**src/rtl/o_ddr_tx_pkg.sv**
```systemverilog
// Shared definitions for the O_DDR transmit scheduler: state encoding,
// the training pair pattern and the pair-counter width helper.
package o_ddr_tx_pkg;

    typedef enum logic [1:0] {
        ST_IDLE  = 2'd0,
        ST_DATA  = 2'd1,
        ST_TRAIN = 2'd2
    } state_e;

    // Pair driven on every training cycle (rising-edge bit 1, falling-edge bit 0).
    localparam logic [1:0] TRAIN_PATTERN = 2'b01;

    // Width of a counter that indexes 0..pairs-1, never narrower than one bit.
    function automatic int cnt_width(input int pairs);
        return (pairs > 1) ? $clog2(pairs) : 1;
    endfunction

endpackage

```
**src/rtl/o_ddr_tx_skid.sv**
```systemverilog
// Two-entry word buffer for the O_DDR transmit scheduler.
// The head entry is the word currently being (or about to be) serialized,
// the tail entry is the hold word queued behind it. The head stays valid
// until the scheduler pops it on the word's last pair, so "full" means one
// word on the wire plus one waiting. The ready output is registered and is
// computed from next-state occupancy so it never promises a slot that is gone.
module o_ddr_tx_skid #(
    parameter int WIDTH = 16
) (
    input  logic             clk_i,
    input  logic             rst_ni,
    input  logic [WIDTH-1:0] data_i,
    input  logic             valid_i,
    output logic             ready_o,
    input  logic             block_i,
    input  logic             pop_i,
    output logic             peek_vld_o,
    output logic [WIDTH-1:0] peek_o
);

    logic             head_vld_q, head_vld_d;
    logic             tail_vld_q, tail_vld_d;
    logic [WIDTH-1:0] head_q, head_d;
    logic [WIDTH-1:0] tail_q, tail_d;
    logic             ready_q;
    logic             accept;

    assign accept = valid_i && ready_q;

    // Next occupancy: a pop promotes the tail, an accept fills the first free slot.
    always_comb begin
        head_vld_d = head_vld_q;
        tail_vld_d = tail_vld_q;
        head_d     = head_q;
        tail_d     = tail_q;
        if (pop_i) begin
            if (tail_vld_q) begin
                head_d     = tail_q;
                head_vld_d = 1'b1;
                tail_vld_d = accept;
                tail_d     = data_i;
            end else begin
                head_vld_d = accept;
                head_d     = data_i;
            end
        end else if (accept) begin
            if (!head_vld_q) begin
                head_vld_d = 1'b1;
                head_d     = data_i;
            end else begin
                tail_vld_d = 1'b1;
                tail_d     = data_i;
            end
        end
    end

    // Entry valid flags and the registered ready; reset drops any buffered word.
    always_ff @(posedge clk_i or negedge rst_ni) begin
        if (!rst_ni) begin
            head_vld_q <= 1'b0;
            tail_vld_q <= 1'b0;
            ready_q    <= 1'b0;
        end else begin
            head_vld_q <= head_vld_d;
            tail_vld_q <= tail_vld_d;
            ready_q    <= !(head_vld_d && tail_vld_d) && !block_i;
        end
    end

    // Word storage; contents are only meaningful while the matching flag is set.
    always_ff @(posedge clk_i) begin
        head_q <= head_d;
        tail_q <= tail_d;
    end

    assign ready_o    = ready_q;
    assign peek_vld_o = head_vld_q;
    assign peek_o     = head_q;

endmodule

```
**src/rtl/o_ddr_tx_sched.sv**
```systemverilog
// Transmit scheduler / serializer feeding one O_DDR output cell.
// Words are sent LSB pair first, one pair per clock, back-to-back when the
// hold word is ready. ENABLE low freezes the serializer and drops E_OUT one
// cycle later, aligned with D_OUT. Define O_DDR_TRAIN_EN to build the
// training burst (TRAIN_PAIRS cycles of 2'b01 followed by a TRAIN_DONE pulse);
// without it TRAIN_REQ is ignored and TRAIN_DONE stays low.
module o_ddr_tx_sched
    import o_ddr_tx_pkg::*;
#(
    parameter int   WIDTH       = 16,
    parameter logic IDLE_LEVEL  = 1'b0,
    parameter int   TRAIN_PAIRS = 8
) (
    input  logic             C,
    input  logic             R,
    input  logic [WIDTH-1:0] DATA_IN,
    input  logic             DATA_VALID,
    output logic             DATA_READY,
    input  logic             ENABLE,
    input  logic             TRAIN_REQ,
    output logic [1:0]       D_OUT,
    output logic             E_OUT,
    output logic             BUSY,
    output logic             TRAIN_DONE
);

    localparam int            PAIRS     = WIDTH / 2;
    localparam int            CW        = cnt_width(PAIRS);
    localparam logic [CW-1:0] LAST      = CW'(PAIRS - 1);
    localparam logic [1:0]    IDLE_PAIR = {2{IDLE_LEVEL}};

    state_e           state_q;
    logic [CW-1:0]    cnt_q;
    logic [WIDTH-1:0] shift_q;
    logic [WIDTH-1:0] src_word;
    logic [1:0]       d_out_q;
    logic             e_out_q;
    logic             busy_q;
    logic             done_q;

    logic             head_vld;
    logic [WIDTH-1:0] head_word;
    logic             from_head;
    logic             can_emit;
    logic             pop;
    logic             train_start;
    logic             train_end;
    logic             train_next;

    o_ddr_tx_skid #(
        .WIDTH (WIDTH)
    ) u_skid (
        .clk_i      (C),
        .rst_ni     (R),
        .data_i     (DATA_IN),
        .valid_i    (DATA_VALID),
        .ready_o    (DATA_READY),
        .block_i    (train_next),
        .pop_i      (pop),
        .peek_vld_o (head_vld),
        .peek_o     (head_word)
    );

`ifdef O_DDR_TRAIN_EN
    localparam int             TCW        = $clog2(TRAIN_PAIRS + 1);
    localparam logic [TCW-1:0] TRAIN_LAST = TCW'(TRAIN_PAIRS);

    logic [TCW-1:0] tcnt_q;

    // Training wins over a pending word, but only once the line is idle.
    assign train_start = ENABLE && (state_q == ST_IDLE) && TRAIN_REQ;
    assign train_end   = ENABLE && (state_q == ST_TRAIN) && (tcnt_q == TRAIN_LAST);
    assign train_next  = train_start || ((state_q == ST_TRAIN) && !train_end);

    // Counts training pairs already driven; the entry edge drives the first one.
    always_ff @(posedge C or negedge R) begin
        if (!R) begin
            tcnt_q <= '0;
        end else if (train_start) begin
            tcnt_q <= TCW'(1);
        end else if (ENABLE && (state_q == ST_TRAIN)) begin
            tcnt_q <= train_end ? '0 : tcnt_q + 1'b1;
        end
    end
`else
    logic unused_train;

    assign unused_train = TRAIN_REQ ^ (TRAIN_PAIRS < 1);
    assign train_start  = 1'b0;
    assign train_end    = 1'b0;
    assign train_next   = 1'b0;
`endif

    // Pair 0 comes straight from the buffer head; later pairs from the shifter.
    assign from_head = (cnt_q == '0);
    assign src_word  = from_head ? head_word : shift_q;
    assign can_emit  = ENABLE && !train_start && (state_q != ST_TRAIN) &&
                       (!from_head || head_vld);
    // The word leaves the buffer on its last pair, so the counter wraps as the next word loads.
    assign pop       = can_emit && (cnt_q == LAST);

    // Scheduler FSM with registered line outputs; ENABLE low holds everything but E_OUT.
    always_ff @(posedge C or negedge R) begin
        if (!R) begin
            state_q <= ST_IDLE;
            cnt_q   <= '0;
            d_out_q <= IDLE_PAIR;
            e_out_q <= 1'b0;
            busy_q  <= 1'b0;
            done_q  <= 1'b0;
        end else begin
            e_out_q <= ENABLE;
            done_q  <= train_end;
            if (train_start) begin
                state_q <= ST_TRAIN;
                d_out_q <= TRAIN_PATTERN;
                busy_q  <= 1'b1;
            end else if (can_emit) begin
                state_q <= ST_DATA;
                d_out_q <= src_word[1:0];
                cnt_q   <= pop ? '0 : cnt_q + 1'b1;
                busy_q  <= 1'b1;
            end else if (ENABLE && (state_q == ST_TRAIN)) begin
                if (train_end) begin
                    state_q <= ST_IDLE;
                    d_out_q <= IDLE_PAIR;
                    busy_q  <= 1'b0;
                end else begin
                    d_out_q <= TRAIN_PATTERN;
                end
            end else if (ENABLE) begin
                state_q <= ST_IDLE;
                d_out_q <= IDLE_PAIR;
                busy_q  <= 1'b0;
            end
        end
    end

    // Shifter keeps the not-yet-sent pairs of the current word.
    always_ff @(posedge C) begin
        if (can_emit) begin
            shift_q <= src_word >> 2;
        end
    end

    assign D_OUT      = d_out_q;
    assign E_OUT      = e_out_q;
    assign BUSY       = busy_q;
    assign TRAIN_DONE = done_q;

endmodule

```
**config.mk**
```make
export PLATFORM = sky130hd
export DESIGN_NAME = o_ddr_tx_sched
export DESIGN_NICKNAME = d
export VERILOG_FILES = /design/src/rtl/o_ddr_tx_pkg.sv /design/src/rtl/o_ddr_tx_skid.sv /design/src/rtl/o_ddr_tx_sched.sv
export SDC_FILE = /design/constraint.sdc
export NUM_CORES = 1
export LEC_CHECK = 0
export ABC_AREA = 1
export CORE_ASPECT_RATIO = 1.5
export CORE_UTILIZATION = 28
export CTS_CLUSTER_DIAMETER = 100
export DETAILED_ROUTE_END_ITERATION = 8
export HOLD_SLACK_MARGIN = 0.05
export SYNTH_ARGS = -nofsm -noshare
export SYNTH_HDL_FRONTEND = slang
export SYNTH_SLANG_ARGS = --single-unit
```
**constraint.sdc**
```tcl
create_clock -name C -period 5.7 [get_ports C]
set_clock_uncertainty 0.1 [all_clocks]
set_input_delay 1.71 -clock C [delete_from_list [all_inputs] [get_ports C]]
set_output_delay 1.71 -clock C [all_outputs]
set_load 0.01 [all_outputs]
```
# Yosys cells after proc, flatten, opt, wreduce, memory -nomap -nowiden
# Cells that the tools add are included.
[word_totals]
out_inout_bits = 6
latch_bits = 0
reg_bits = 58
n_memories = 0
mem_bits_ro = 0
ramBits = 0
elab_cells = 61
inputBits = 21
[op_classes]
mux = 25
n_eq_ne = 6
n_shift = 0
n_div = 0
mul = 0
add_sub_neg = 1
n_bitwise = 0
n_reduce_logical = 17
order_cmp = 0
[op_table]
columns = ["cell", "count"]
rows = [
  ["$mux 16", 8],
  ["$mux 14", 1],
  ["$mux 1", 10],
  ["$mux 2", 5],
  ["$logic_and 1x1->1", 6],
  ["$ne 2x2->1 const B", 3],
  ["$reduce_bool 2->1", 3],
  ["$reduce_and 2->1", 2],
  ["$add 3x1->3 const B", 1],
  ["$eq 3x3->1 const B", 1],
  ["$logic_not 3->1", 1],
  ["$mux 3", 1],
  ["$reduce_and 3->1", 1],
  ["$reduce_bool 3->1", 1],
  ["$eq 2x2->1 const B", 1],
  ["$logic_not 1->1", 2],
  ["$ne 2x1->1 const B", 1],
  ["$logic_or 1x1->1", 1],
]

# Depth between registers and ports, before layout
# Gate-level depths: netlist of the first run.
[logic_depth]
word_depth = 8
depth_mapped = 7
mapped_depth_nobuf = 7

# Hierarchy
# A second synthesis of the first run with hierarchy kept.
[hier_totals]
cells_unflattened = 211
hier_area_um2 = 2357.3
[by_module_without_submodules]
columns = ["module", "cells_each", "area_each_um2", "seq_area_each_um2", "n_inst"]
rows = [
  ["o_ddr_tx_skid", 107, 1391.3, 1036.0, 1],
  ["o_ddr_tx_sched", 104, 965.9, 595.6, 1],
]

# Worst setup path after synthesis of the first run
# OpenSTA, ideal clock, no wires.
[synth_path]
path_type = "input-to-reg"
start = "input DATA_VALID"
end = "register u_skid.head_q[0] (netlist: u_skid.peek_o[0]), enable pin"
path_slack_ns = 2.196
path_buffers = 0
arrival_ns = 2.992
required_time_ns = 5.189
stages = 2
setup_time_ns = 0.411
cell_sequence = "nand2_1 o21ai_0"
[synth_via]
elab_chain_cells = 3
[synth_lines]
columns = ["element", "line_no", "text"]
rows = [
  ["start: declaration", "o_ddr_tx_sched.sv:17", "input logic DATA_VALID,"],
  ["$logic_and 1x1->1", "o_ddr_tx_skid.sv:28", "assign accept = valid_i && ready_q;"],
  ["$reduce_bool 2->1 (no source line)", "-", ""],
  ["$reduce_and 2->1 (no source line)", "-", ""],
  ["end signal: assignment", "o_ddr_tx_skid.sv:72", "head_q <= head_d;"],
  ["end: declaration", "o_ddr_tx_skid.sv:23", "logic [WIDTH-1:0] head_q, head_d;"],
]
# No other way between the ends.
# A chain may end at the register's enable or synchronous reset.

# Worst setup path after layout of the first run
[layout_path]
start = "input ENABLE"
end = "register u_skid.tail_q[3], enable pin"
[layout_via]
elab_chain_cells = 5
word_cells_on_any_way = 7
classes_between = "eq/ne: 1; reduce/logical: 6"
[layout_lines]
columns = ["element", "line_no", "text"]
rows = [
  ["start: declaration", "o_ddr_tx_sched.sv:19", "input logic ENABLE,"],
  ["$logic_and 1x1->1 * (2 in series)", "o_ddr_tx_sched.sv:97", "assign can_emit = ENABLE && !train_start && (state_q != ST_TRAIN) &&"],
  ["$logic_and 1x1->1 *", "o_ddr_tx_sched.sv:100", "assign pop = can_emit && (cnt_q == LAST);"],
  ["$ne 2x1->1 (no source line) or $reduce_bool 2->1 (tied branches)", "-", ""],
  ["$reduce_and 3->1 (no source line) *", "-", ""],
  ["end signal: assignment", "o_ddr_tx_skid.sv:73", "tail_q <= tail_d;"],
  ["end: declaration", "o_ddr_tx_skid.sv:24", "logic [WIDTH-1:0] tail_q, tail_d;"],
]
# Every way passes the cells marked *; elsewhere a longest branch is shown, timed or not.

==> impl_table.tex, run 1 <==
\begin{tabular}{lr}
\hline
Metric & Value \\
\hline
\multicolumn{2}{l}{\textbf{Run status}} \\
Result of the run & completed \\
\multicolumn{2}{l}{\textbf{Clock tree}} \\
Htree depth & 2 \\
Clock sink count & 56 \\
CTS root buf & clkbuf\_16 \\
Clock tree from TritonCTS & yes \\
Hold-fix buffers at CTS & 0 \\
Post-CTS Setup Repair Bufs & 0 \\
Resized Gates After CTS & 0 \\
CTS Buf Count & 5 \\
Buffer depth of the longest clock path & 2 \\
Clock latency reported for the late side of the worst-skew pair & approximately 290 ps \\
Clock slew at reported path FFs & around 70 ps \\
\multicolumn{2}{l}{\textbf{Pwr}} \\
Lkg Pwr & 1.152 nW \\
Cell Pwr Density & 419.1 nW/µm² \\
Part of the power in combinational logic & about 25\% \\
Worst supply voltage drop on vdd & 0.1836 mV \\
Net switching share of the total power & 27.24\% \\
Net switching power of the design & 0.3247 mW \\
Relative contribution of the clock network to total power & 24.4\% \\
Power, Total & about 1.2 mW \\
Portion of total power attributed to sequential cells & 50.7\% \\
Cell Int Power & around 0.87 mW \\
\multicolumn{2}{l}{\textbf{Logic synthesis}} \\
Synth top area cells & edfxtp\_1 (58\%), dfrtp\_1 (11\%), o21ai\_2 (6.3\%), nand2\_1 (5.2\%), inv\_1 (4.3\%) \\
Post-synth cell types & 21 \\
Area share of the largest cell type after synthesis & 58.04\% \\
Netlist area before placement & 2380 µm² \\
Part of the Yosys area used for sequential elements & 68.56\% \\
Yosys synthesis warning count & 0 \\
Biggest area consumer among synthesized cells & edfxtp\_1 \\
Post-synth net total & 198 \\
Post-Synthesis Mean Instance Area & approximately 14 µm² \\
Synth Instances & 174 \\
Flip-flop and latch count after synthesis & 56 \\
\multicolumn{2}{l}{\textbf{Timing}} \\
Final hold violations & 0 \\
Number of slew-limit violations in the final report & 0 \\
Tmin final & 3773 ps \\
Total setup violations reported at the end of the flow & 0 \\
Worst slew margin relative to its limit & between 50\% and 60\% \\
Worst hold margin & $\sim$390 ps \\
Transition time at the pin with the least slew margin & 646.9 ps \\
RSZ-0062 raised after global routing & no \\
Setup Total Neg Slack & 0 ps \\
Least setup slack across all paths after layout & between 1500 and 2000 ps \\
Final Cycle Share & 66.20\% \\
Top achievable clock speed & 0.2650 GHz \\
\multicolumn{2}{l}{\textbf{Hold path}} \\
Destination of the worst hold path & D\_OUT[1] \\
Hold Path Origin & D\_OUT[1] \\
Hold Crit Class & flip-flop to flip-flop \\
Worst hold path stage count & 2 \\
\multicolumn{2}{l}{\textbf{Placement}} \\
Placer Congestion & around 0.74 \\
Worst slack after detailed placement & approximately 1500 ps \\
Count of buffers inserted at the top-level ports & 24 \\
Placed wire-length estimate & 2.373 mm \\
Area after detailed placement & $\sim$2700 µm² \\
\multicolumn{2}{l}{\textbf{Finish}} \\
Fillers & roughly 800 \\
Most frequent cells in the layout & edfxtp\_1 (46), nand2\_1 (33), inv\_1 (27), clkdlybuf4s50\_1 (24), o21ai\_2 (17) \\
Ratio of cells with drive above 1 in the final layout & 20.30\% \\
Ant diodes & 0 \\
Relative area change from synthesis to final layout & 19.51\% \\
Commonest non-fill, non-tap cell in the layout & edfxtp\_1 \\
Final net count & 225 \\
Final non-filler cell area & approximately 2800 µm² \\
\multicolumn{2}{l}{\textbf{GRT}} \\
Pin count of the biggest net entering global routing & 35 \\
Wire length of the first global-routing pass & about 6 mm \\
Sum of overflow across all layers after global routing & 0 \\
Antenna violations before repair & 0 \\
GRT Util Overall & 8.806\% \\
Via count of the first global-routing pass & 1328 \\
\multicolumn{2}{l}{\textbf{Setup path}} \\
Data required time at the worst endpoint & about 5500 ps \\
Length in cells of the worst reg-to-reg path & 6 \\
Data arrival time of the critical path & roughly 3600 ps \\
Source of the worst register-to-register timing path & cnt\_q[1] \\
Reg2reg setup slack & 3220 ps \\
Crit Path Class & primary input to flip-flop \\
Setup crit start kind & primary input \\
Peak fanout along the critical path & 34 \\
Worst r2r dst & u\_skid.tail\_q[3] \\
Category of the worst setup path capture point & flip-flop \\
\multicolumn{2}{l}{\textbf{Detailed routing}} \\
\# DRC & 0 \\
Length of the first detailed-routing pass in iterations & 3 \\
Total number of vias & about 1300 \\
WL final & 3.510 mm \\
Residual antenna-violating net count after detailed routing & 0 \\
Number of vias per cell after detailed routing & 4.134 \\
Routed wire per std cell & approximately 11 µm \\
Iteration-0 DRC count of the detailed router & 35 \\
\multicolumn{2}{l}{\textbf{Floorplan}} \\
Die ar. & around 9000 µm² \\
X dimension of the die & roughly 77 µm \\
Starting utilization of the core area & 29.35\% \\
Overall die height & 114.9 µm \\
Count of pins on the block boundary & 27 \\
Site row count & 40 \\
Area of the core region & 8108 µm² \\
\multicolumn{2}{l}{\textbf{Run}} \\
Number of max-capacitance violations reported & 0 \\
\hline
\end{tabular}
## metrics by stage
step                      util, %  std cells
final                       35.08        307
after global routing        35.08        307
after CTS                   35.08        307
after detailed placement    33.35        299
after global placement      33.35        299
after floorplan                 -        174
## sequential cells by signal, summed over array words and instances (netlist names)
| name | flops |
|---|---|
| cnt_q | 3 |
| E_OUT | 1 |
| D_OUT | 2 |
| u_skid.peek_vld_o | 1 |
| u_skid.ready_o | 1 |
| u_skid.tail_q | 16 |
| u_skid.peek_o | 16 |
| u_skid.tail_vld_q | 1 |
| state_q | 1 |
| shift_q | 14 |
## synth_stat cells (all sizes together)
cell	n
edfxtp	46
o21ai	22
ha	3
buf	4
o211ai	2
dfrtp	10
nand4	2
inv	29
clkbuf	1
conb	1
mux2	12
nand2	34
nand3	5
nor2	3
## power groups by stage
stage	Clock [mW]	Sequential (mW)	Combinational [mW]
global placement	0	0.610	0.293
CTS	0.302	0.605	0.307
global route	0.313	0.614	0.336
floorplan	0	0.609	0.224
detailed placement	0	0.613	0.304
finish	0.291	0.604	0.297
## worst max-delay path: stages
cell and delay (ps):
clkdlybuf4s50_1 620, nand4_4 520, nand2_1 190, nand2_1 60
inv_1 480
## area by class of cell
cell class	count	area (µm²)	area share (%)
clock buffers	6	128.9	4.531
clock inverters	2	11.26	0.3960
inverters	29	108.9	3.828
multi-input cells	84	584.3	20.55
flip-flops and latches	56	1632	57.37
well taps	105	131.4	4.619
repair buffers	25	247.7	8.711
## layer usage
| layer | global-route usage (%) | wire [µm] | vias up |
|---|---|---|---|
| li1 | - | - | 640 |
| met1 | 9.468 | 1484 | 596 |
| met2 | 15.63 | 1794 | 24 |
| met3 | 1.984 | 112 | 9 |
| met4 | 5.409 | 119 | 0 |
| met5 | 0 | 0 | - |
## cells by family after synthesis
| kind of cell | synth area share (%) |
|---|---|
| AO/OA/AOI/OAI | 7.939 |
| buffers and inverters | 6.888 |
| other | 0.1576 |
| adder cells (fa/ha/maj) | 1.577 |
| multiplexers | 6.309 |
| flip-flops | 68.56 |
| AND/OR/NAND/NOR | 8.570 |
## worst max path at each step
stage                        to  slack [ps]  depth (start not counted)       start
3_5_place_dp   u_skid.tail_q[5]        1530                          5      ENABLE
3_3_place_gp   u_skid.tail_q[3]        1620                          5      ENABLE
5_1_grt        u_skid.tail_q[3]        1660                          5      ENABLE
6_report       u_skid.tail_q[3]        1930                          5      ENABLE
4_1_cts        u_skid.tail_q[5]        1840                          5      ENABLE
2_1_floorplan  u_skid.peek_o[0]        2200                          2  DATA_VALID
(Power assumes the default switching activity.)
==> run 2, diff against run 1 <==
==> constraint.sdc (replaced) <==
create_clock -name C -period 3.45 [get_ports C]
set_clock_uncertainty 0.1 [all_clocks]
set_input_delay 1.035 -clock C [delete_from_list [all_inputs] [get_ports C]]
set_output_delay 1.035 -clock C [all_outputs]
set_load 0.01 [all_outputs]
==> run 2 against run 1 <==
Net effect:
- critical path depth up 1
- routed wire length down 2.0%
- total power up 65%
- sequential share of layout area down 0.15 points
==> impl_table.tex, run 2 (synthesis results as in run 1) <==
\begin{tabular}{lr}
\hline
Metric & Value \\
\hline
\multicolumn{2}{l}{\textbf{Run}} \\
Number of max-capacitance violations reported & 0 (unchanged) \\
\multicolumn{2}{l}{\textbf{Clock tree}} \\
CTS root buf & clkbuf\_16 \\
Buffer depth of the longest clock path & 2 (unchanged) \\
Htree depth & 2 (unchanged) \\
CTS Buf Count & 5 (unchanged) \\
Clock tree from TritonCTS & yes \\
Hold-fix buffers at CTS & 0 (unchanged) \\
Clock slew at reported path FFs & 70 ps (about the same) \\
Post-CTS Setup Repair Bufs & 0 (unchanged) \\
Clock latency reported for the late side of the worst-skew pair & 290 ps (about the same) \\
Clock sink count & 56 (unchanged) \\
Resized Gates After CTS & 0 (unchanged) \\
\multicolumn{2}{l}{\textbf{Setup path}} \\
Data arrival time of the critical path & 2480 ps (-1120 ps) \\
Cell with the biggest individual delay on the critical path & clkdlybuf4s50\_1 \\
Data required time at the worst endpoint & 3270 ps (-2250 ps) \\
Category of the worst setup path capture point & flip-flop \\
Critical Path Max Stage Delay & 540 ps (-80 ps) \\
Setup crit start kind & primary input \\
Cell breakdown of the critical path & clkdlybuf4s50\_1 -> inv\_1 -> o21ai\_2 -> nand2\_1 -> nand2\_1 -> inv\_1 \\
Source of the worst register-to-register timing path & cnt\_q[0] \\
Crit Path Class & primary input to flip-flop \\
Peak fanout along the critical path & 16 (-53\%) \\
Worst setup startpoint & ENABLE \\
\multicolumn{2}{l}{\textbf{Finish}} \\
Relative area change from synthesis to final layout & 19.82\% \\
Ant diodes & 0 (unchanged) \\
Final net count & 226 (+0.44\%) \\
Fillers & 832 (+1.6\%) \\
Ratio of cells with drive above 1 in the final layout & 20.69\% (+0.39 points) \\
Commonest non-fill, non-tap cell in the layout & edfxtp\_1 \\
Final non-filler cell area & 2851 µm² (+0.26\%) \\
Most frequent cells in the layout & edfxtp\_1 (46), nand2\_1 (33), inv\_1 (27), clkdlybuf4s50\_1 (24), o21ai\_2 (17) \\
\multicolumn{2}{l}{\textbf{Timing}} \\
Final hold violations & 0 (unchanged) \\
RSZ-0062 raised after global routing & no \\
Setup Total Neg Slack & 0 ps (unchanged) \\
Number of slew-limit violations in the final report & 0 (unchanged) \\
Final Cycle Share & 77.11\% \\
Total setup violations reported at the end of the flow & 0 (unchanged) \\
Tmin final & approximately 2700 ps \\
Top achievable clock speed & 0.3759 GHz \\
Least setup slack across all paths after layout & 789.6 ps (-1137 ps) \\
Transition time at the pin with the least slew margin & 660.0 ps (+13.06 ps) \\
Worst slew margin relative to its limit & 55.95\% (-0.87 points) \\
\multicolumn{2}{l}{\textbf{GRT}} \\
Sum of overflow across all layers after global routing & 0 (unchanged) \\
Antenna violations before repair & 0 (unchanged) \\
GRT Util Overall & 8.977\% (+0.17 points) \\
Pin count of the biggest net entering global routing & 34 (-2.9\%) \\
Via count of the first global-routing pass & 1366 (+2.9\%) \\
Wire length of the first global-routing pass & 6.134 mm (+2.7\%) \\
\multicolumn{2}{l}{\textbf{Detailed routing}} \\
Number of vias per cell after detailed routing & 4.049 (-2.1\%) \\
Iteration-0 DRC count of the detailed router & 65 (+86\%) \\
\# DRC & 0 (unchanged) \\
Residual antenna-violating net count after detailed routing & 0 (unchanged) \\
Length of the first detailed-routing pass in iterations & 3 (unchanged) \\
Total number of vias & 1247 (-1.7\%) \\
Routed wire per std cell & 11.17 µm (-2.3\%) \\
WL final & 3.439 mm (-2.0\%) \\
\multicolumn{2}{l}{\textbf{Floorplan}} \\
Starting utilization of the core area & 29.35\% (unchanged) \\
Count of pins on the block boundary & 27 (unchanged) \\
Die ar. & 8880 µm² (unchanged) \\
X dimension of the die & 77.28 µm (unchanged) \\
Area of the core region & 8108 µm² (unchanged) \\
Site row count & 40 (unchanged) \\
Overall die height & 114.9 µm (unchanged) \\
\multicolumn{2}{l}{\textbf{Placement}} \\
Count of buffers inserted at the top-level ports & 24 (unchanged) \\
Placed wire-length estimate & 2.358 mm (-0.64\%) \\
Worst slack after detailed placement & 422.9 ps (-1104 ps) \\
Placer Congestion & 0.7475 (+0.46\%) \\
Area after detailed placement & 2711 µm² (+0.28\%) \\
\multicolumn{2}{l}{\textbf{Pwr}} \\
Lkg Pwr & 1.156 nW (+0.36\%) \\
Cell Pwr Density & 689.9 nW/µm² (+65\%) \\
Worst supply voltage drop on vdd & 0.2708 mV (+47\%) \\
\multicolumn{2}{l}{\textbf{Run status}} \\
Result of the run & completed \\
\multicolumn{2}{l}{\textbf{Hold path}} \\
Hold Path Origin & D\_OUT[0] \\
Hold Crit Class & flip-flop to flip-flop \\
\hline
\end{tabular}
-- run 2: per-stage QoR --
stage          std cells  power [mW]  hold WS, ps  util, %
3_3_place_gp         300       1.495        375.5    33.44
2_1_floorplan        174       1.375        368.5        -
3_5_place_dp         300       1.518        374.0    33.44
4_1_cts              308       2.005        392.3    35.17
6_report             308       1.967        392.2    35.17
5_1_grt              308       2.089        437.8    35.17
-- run 2: worst max-delay path: cells and delay by family --
kind | cells | cell delay [ps]
simple gates | 2 | 120
compound gates | 1 | 90
buf+inv | 3 | 1230
-- run 2: worst paths after layout --
| kind | end | slack, ps | depth (start not counted) |
|---|---|---|---|
| worst max-delay path | u_skid.tail_q[4] | 790 | 6 |
| worst min-delay path | D_OUT[0] | 390 | 2 |
| worst max register to register | u_skid.tail_q[4] | 1330 | 7 |
| worst min register to register | D_OUT[0] | 390 | 2 |
| max in group asynchronous | cnt_q[1] | 1990 | 1 |
| min in group asynchronous | cnt_q[2] | 960 | 1 |
-- run 2: layout make-up --
cell class | instances | area, µm² | share of cell area, %
inverters | 29 | 108.9 | 3.817
well taps | 105 | 131.4 | 4.607
flip-flops and latches | 56 | 1632 | 57.22
clock buffers | 6 | 128.9 | 4.520
clock inverters | 2 | 11.26 | 0.3949
repair buffers | 26 | 255.2 | 8.951
multi-input cells | 84 | 584.3 | 20.49
-- run 2: metal layers --
layer  GRT usage (%)  routed length (µm)  vias to the layer above
met5               0                   0                        -
li1                -                   -                      648
met1           9.574                1426                      572
met4           4.780                  77                        0
met3           2.143                 110                        7
met2           16.28                1824                       20
-- run 2: where the power goes --
group	internal (mW)	leakage, nW	switching, mW
Clock	0.267	0.0645	0.213
Sequential	0.941	0.546	0.0575
Combinational	0.225	0.546	0.264
==> edit: new RTL, config.mk and constraints of run 2 <==
Change the parameter `IDLE_LEVEL` from 1'b0 to 1'b1.
--- a/src/rtl/o_ddr_tx_sched.sv
+++ b/src/rtl/o_ddr_tx_sched.sv
@@ -9,5 +9,5 @@
 #(
     parameter int   WIDTH       = 16,
-    parameter logic IDLE_LEVEL  = 1'b0,
+    parameter logic IDLE_LEVEL  = 1'b1,
     parameter int   TRAIN_PAIRS = 8
 ) (
Check against the original RTL: not equivalent (a bounded check fails within 4 cycles, from zero or initial values).
==> edit against run 2 <==
- design area rose by 0.88%
- count of clock-buffer cells in the layout fell by 1
- final cell count rose by 8.8%
- non-clock buffer count did not move
- worst setup slack got worse by 0.030 ns
- sequential cell count did not move
- wire length rose by 4.2%
- core utilization rose by 0.091 points
- clock power rose by 15%
- fmax fell by 1.1%
- synthesized area rose by 0.37%
- power rose by 5.1%
- critical endpoint is now u_skid.tail_q[10]
- largest power group unchanged
- highest routed layer unchanged
==> edit: results (changes against run 2) <==
global_routing:
  grt_pass1_wl_um: 6220  # was 6130 um
  grt_pass1_vias: 1405  # was 1366
  antenna_found_initial: 0  # unchanged
  grt_usage: 0.0925  # was 0.0898
worst_setup_path:
  crit_path_end: "u_skid.tail_q[10]"  # was u_skid.tail_q[4]
  reg2reg_from: "cnt_q[0]"  # unchanged
  crit_arrival_ns: 2.52  # was 2.48 ns
  path_max_fanout: 16  # unchanged
  cp-startpoint: "ENABLE"  # unchanged
  crit_buf_inv: 2  # was 3
  cp_slowest_stage_delay_ns: 0.68  # was 0.54 ns
  rrSetupSlack_ns: 1.32
  critPathTopFamily: "buffers and inverters"  # unchanged
pwr:
  ir_drop_mv: 0.508  # was 0.271 mV
  power.leakage_nw: 1.20  # was 1.16 nW
clock_tree:
  insertion_delay_ns: 0.29  # about the same
  root_buffer: "clkbuf_16"  # unchanged
  htree_levels: 2  # unchanged
  postCtsSetupRepairBufs: 0  # unchanged
run_status:
  status: "finished clean"  # unchanged
final_layout:
  diodes: 0  # unchanged
  fin_nets: 253  # was 226
  layout-drive-gt1-share: 0.157  # was 0.207
worst_hold_path:
  hold_start: "D_OUT[1]"  # was D_OUT[0]
synth:
  ys_top_cells_by_area: "edfxtp_1 (58%), nand2_1 (9.6%), dfrtp_1 (8.4%)"  # was edfxtp_1 (58%), dfrtp_1 (11%), o21ai_2 (6.3%)
  synth-seq-area-share: 0.684  # was 0.686
  synth.distinct_cells: 21  # unchanged
  syn_nets: 227  # was 198
  synth_common_cells: "nand2_1 (61), edfxtp_1 (46), inv_1 (27)"  # was edfxtp_1 (46), nand2_1 (33), inv_1 (27)
  synthArstFlopShare: 0.179  # unchanged
detailed_routing:
  wl_um: 3580  # was 3440 um
  dr.first_iter.drc_count: 39  # was 65
  vias_per_cell: 4.14  # was 4.05
  dr.pass1.iters: 4  # was 3
timing:
  min_period_ns: 2.69  # was 2.66 ns
  max_slew_margin: 0.591  # was 0.560
place:
  post-place-ws_ns: 0.423  # about the same
  place_hpwl_um: 2540  # was 2360 um
  gp_congestion: 0.740  # was 0.748
-- edit: layer usage --
metal	vias to the layer above	part of all wire	track usage
met3	6	0.018	0.0143
met2	17	0.54	0.163
met4	0	0.034	0.0704
met5	-	0	0
li1	715	-	-
met1	650	0.41	0.0993
-- edit: kinds of logic (layout without fill, tap and decap cells) --
family / Yosys count / in the layout / synth area share
flip-flops: 56 / 56 / 0.684
buffers and inverters: 37 / 64 / 0.0728
other: 1 / 1 / 0.00157
AND/OR/NAND/NOR: 82 / 82 / 0.150
adder cells (fa/ha/maj): 3 / 3 / 0.0157
AO/OA/AOI/OAI: 24 / 24 / 0.0754
-- edit: layout make-up --
type	instances	area, um2
clock buffer	5	125
clock inverter	3	37.5
fill	803	5280
inverter	30	113
multi-input combinational	110	581
sequential	56	1630
tap	105	131
timing repair buffer	26	255
-- edit: worst reg2reg max path: stages (launching register included) --
cell,delay [ns]
dfrtp_1,0.39
ha_1,0.21
ha_1,0.25
inv_1,0.14
o21ai_1,0.10
nand2_1,0.08
nand2_1,0.04
inv_1,0.45
-- edit: stage by stage --
step / power [W] / instances / area, um2
finish: 0.00207 / 335 / 2880
CTS: 0.00210 / 335 / 2880
global placement: 0.00152 / 327 / 2710
detailed placement: 0.00154 / 327 / 2710
floorplan: 0.00139 / 203 / 2390
global route: 0.00221 / 335 / 2880
-- edit: worst min-delay path by stage --
stage / end / slack, ns
final: D_OUT[1] / 0.40
after detailed placement: D_OUT[1] / 0.39
after floorplan: D_OUT[0] / 0.36
after global routing: D_OUT[1] / 0.41
after CTS: D_OUT[0] / 0.40
after global placement: state_q[0] / 0.38
-- edit: power breakdown --
part | internal, W | switching, W | leakage, nW
sequential | 0.000964 | 0.0000599 | 0.544
combinational | 0.000175 | 0.000316 | 0.577
clock | 0.000337 | 0.000213 | 0.0789
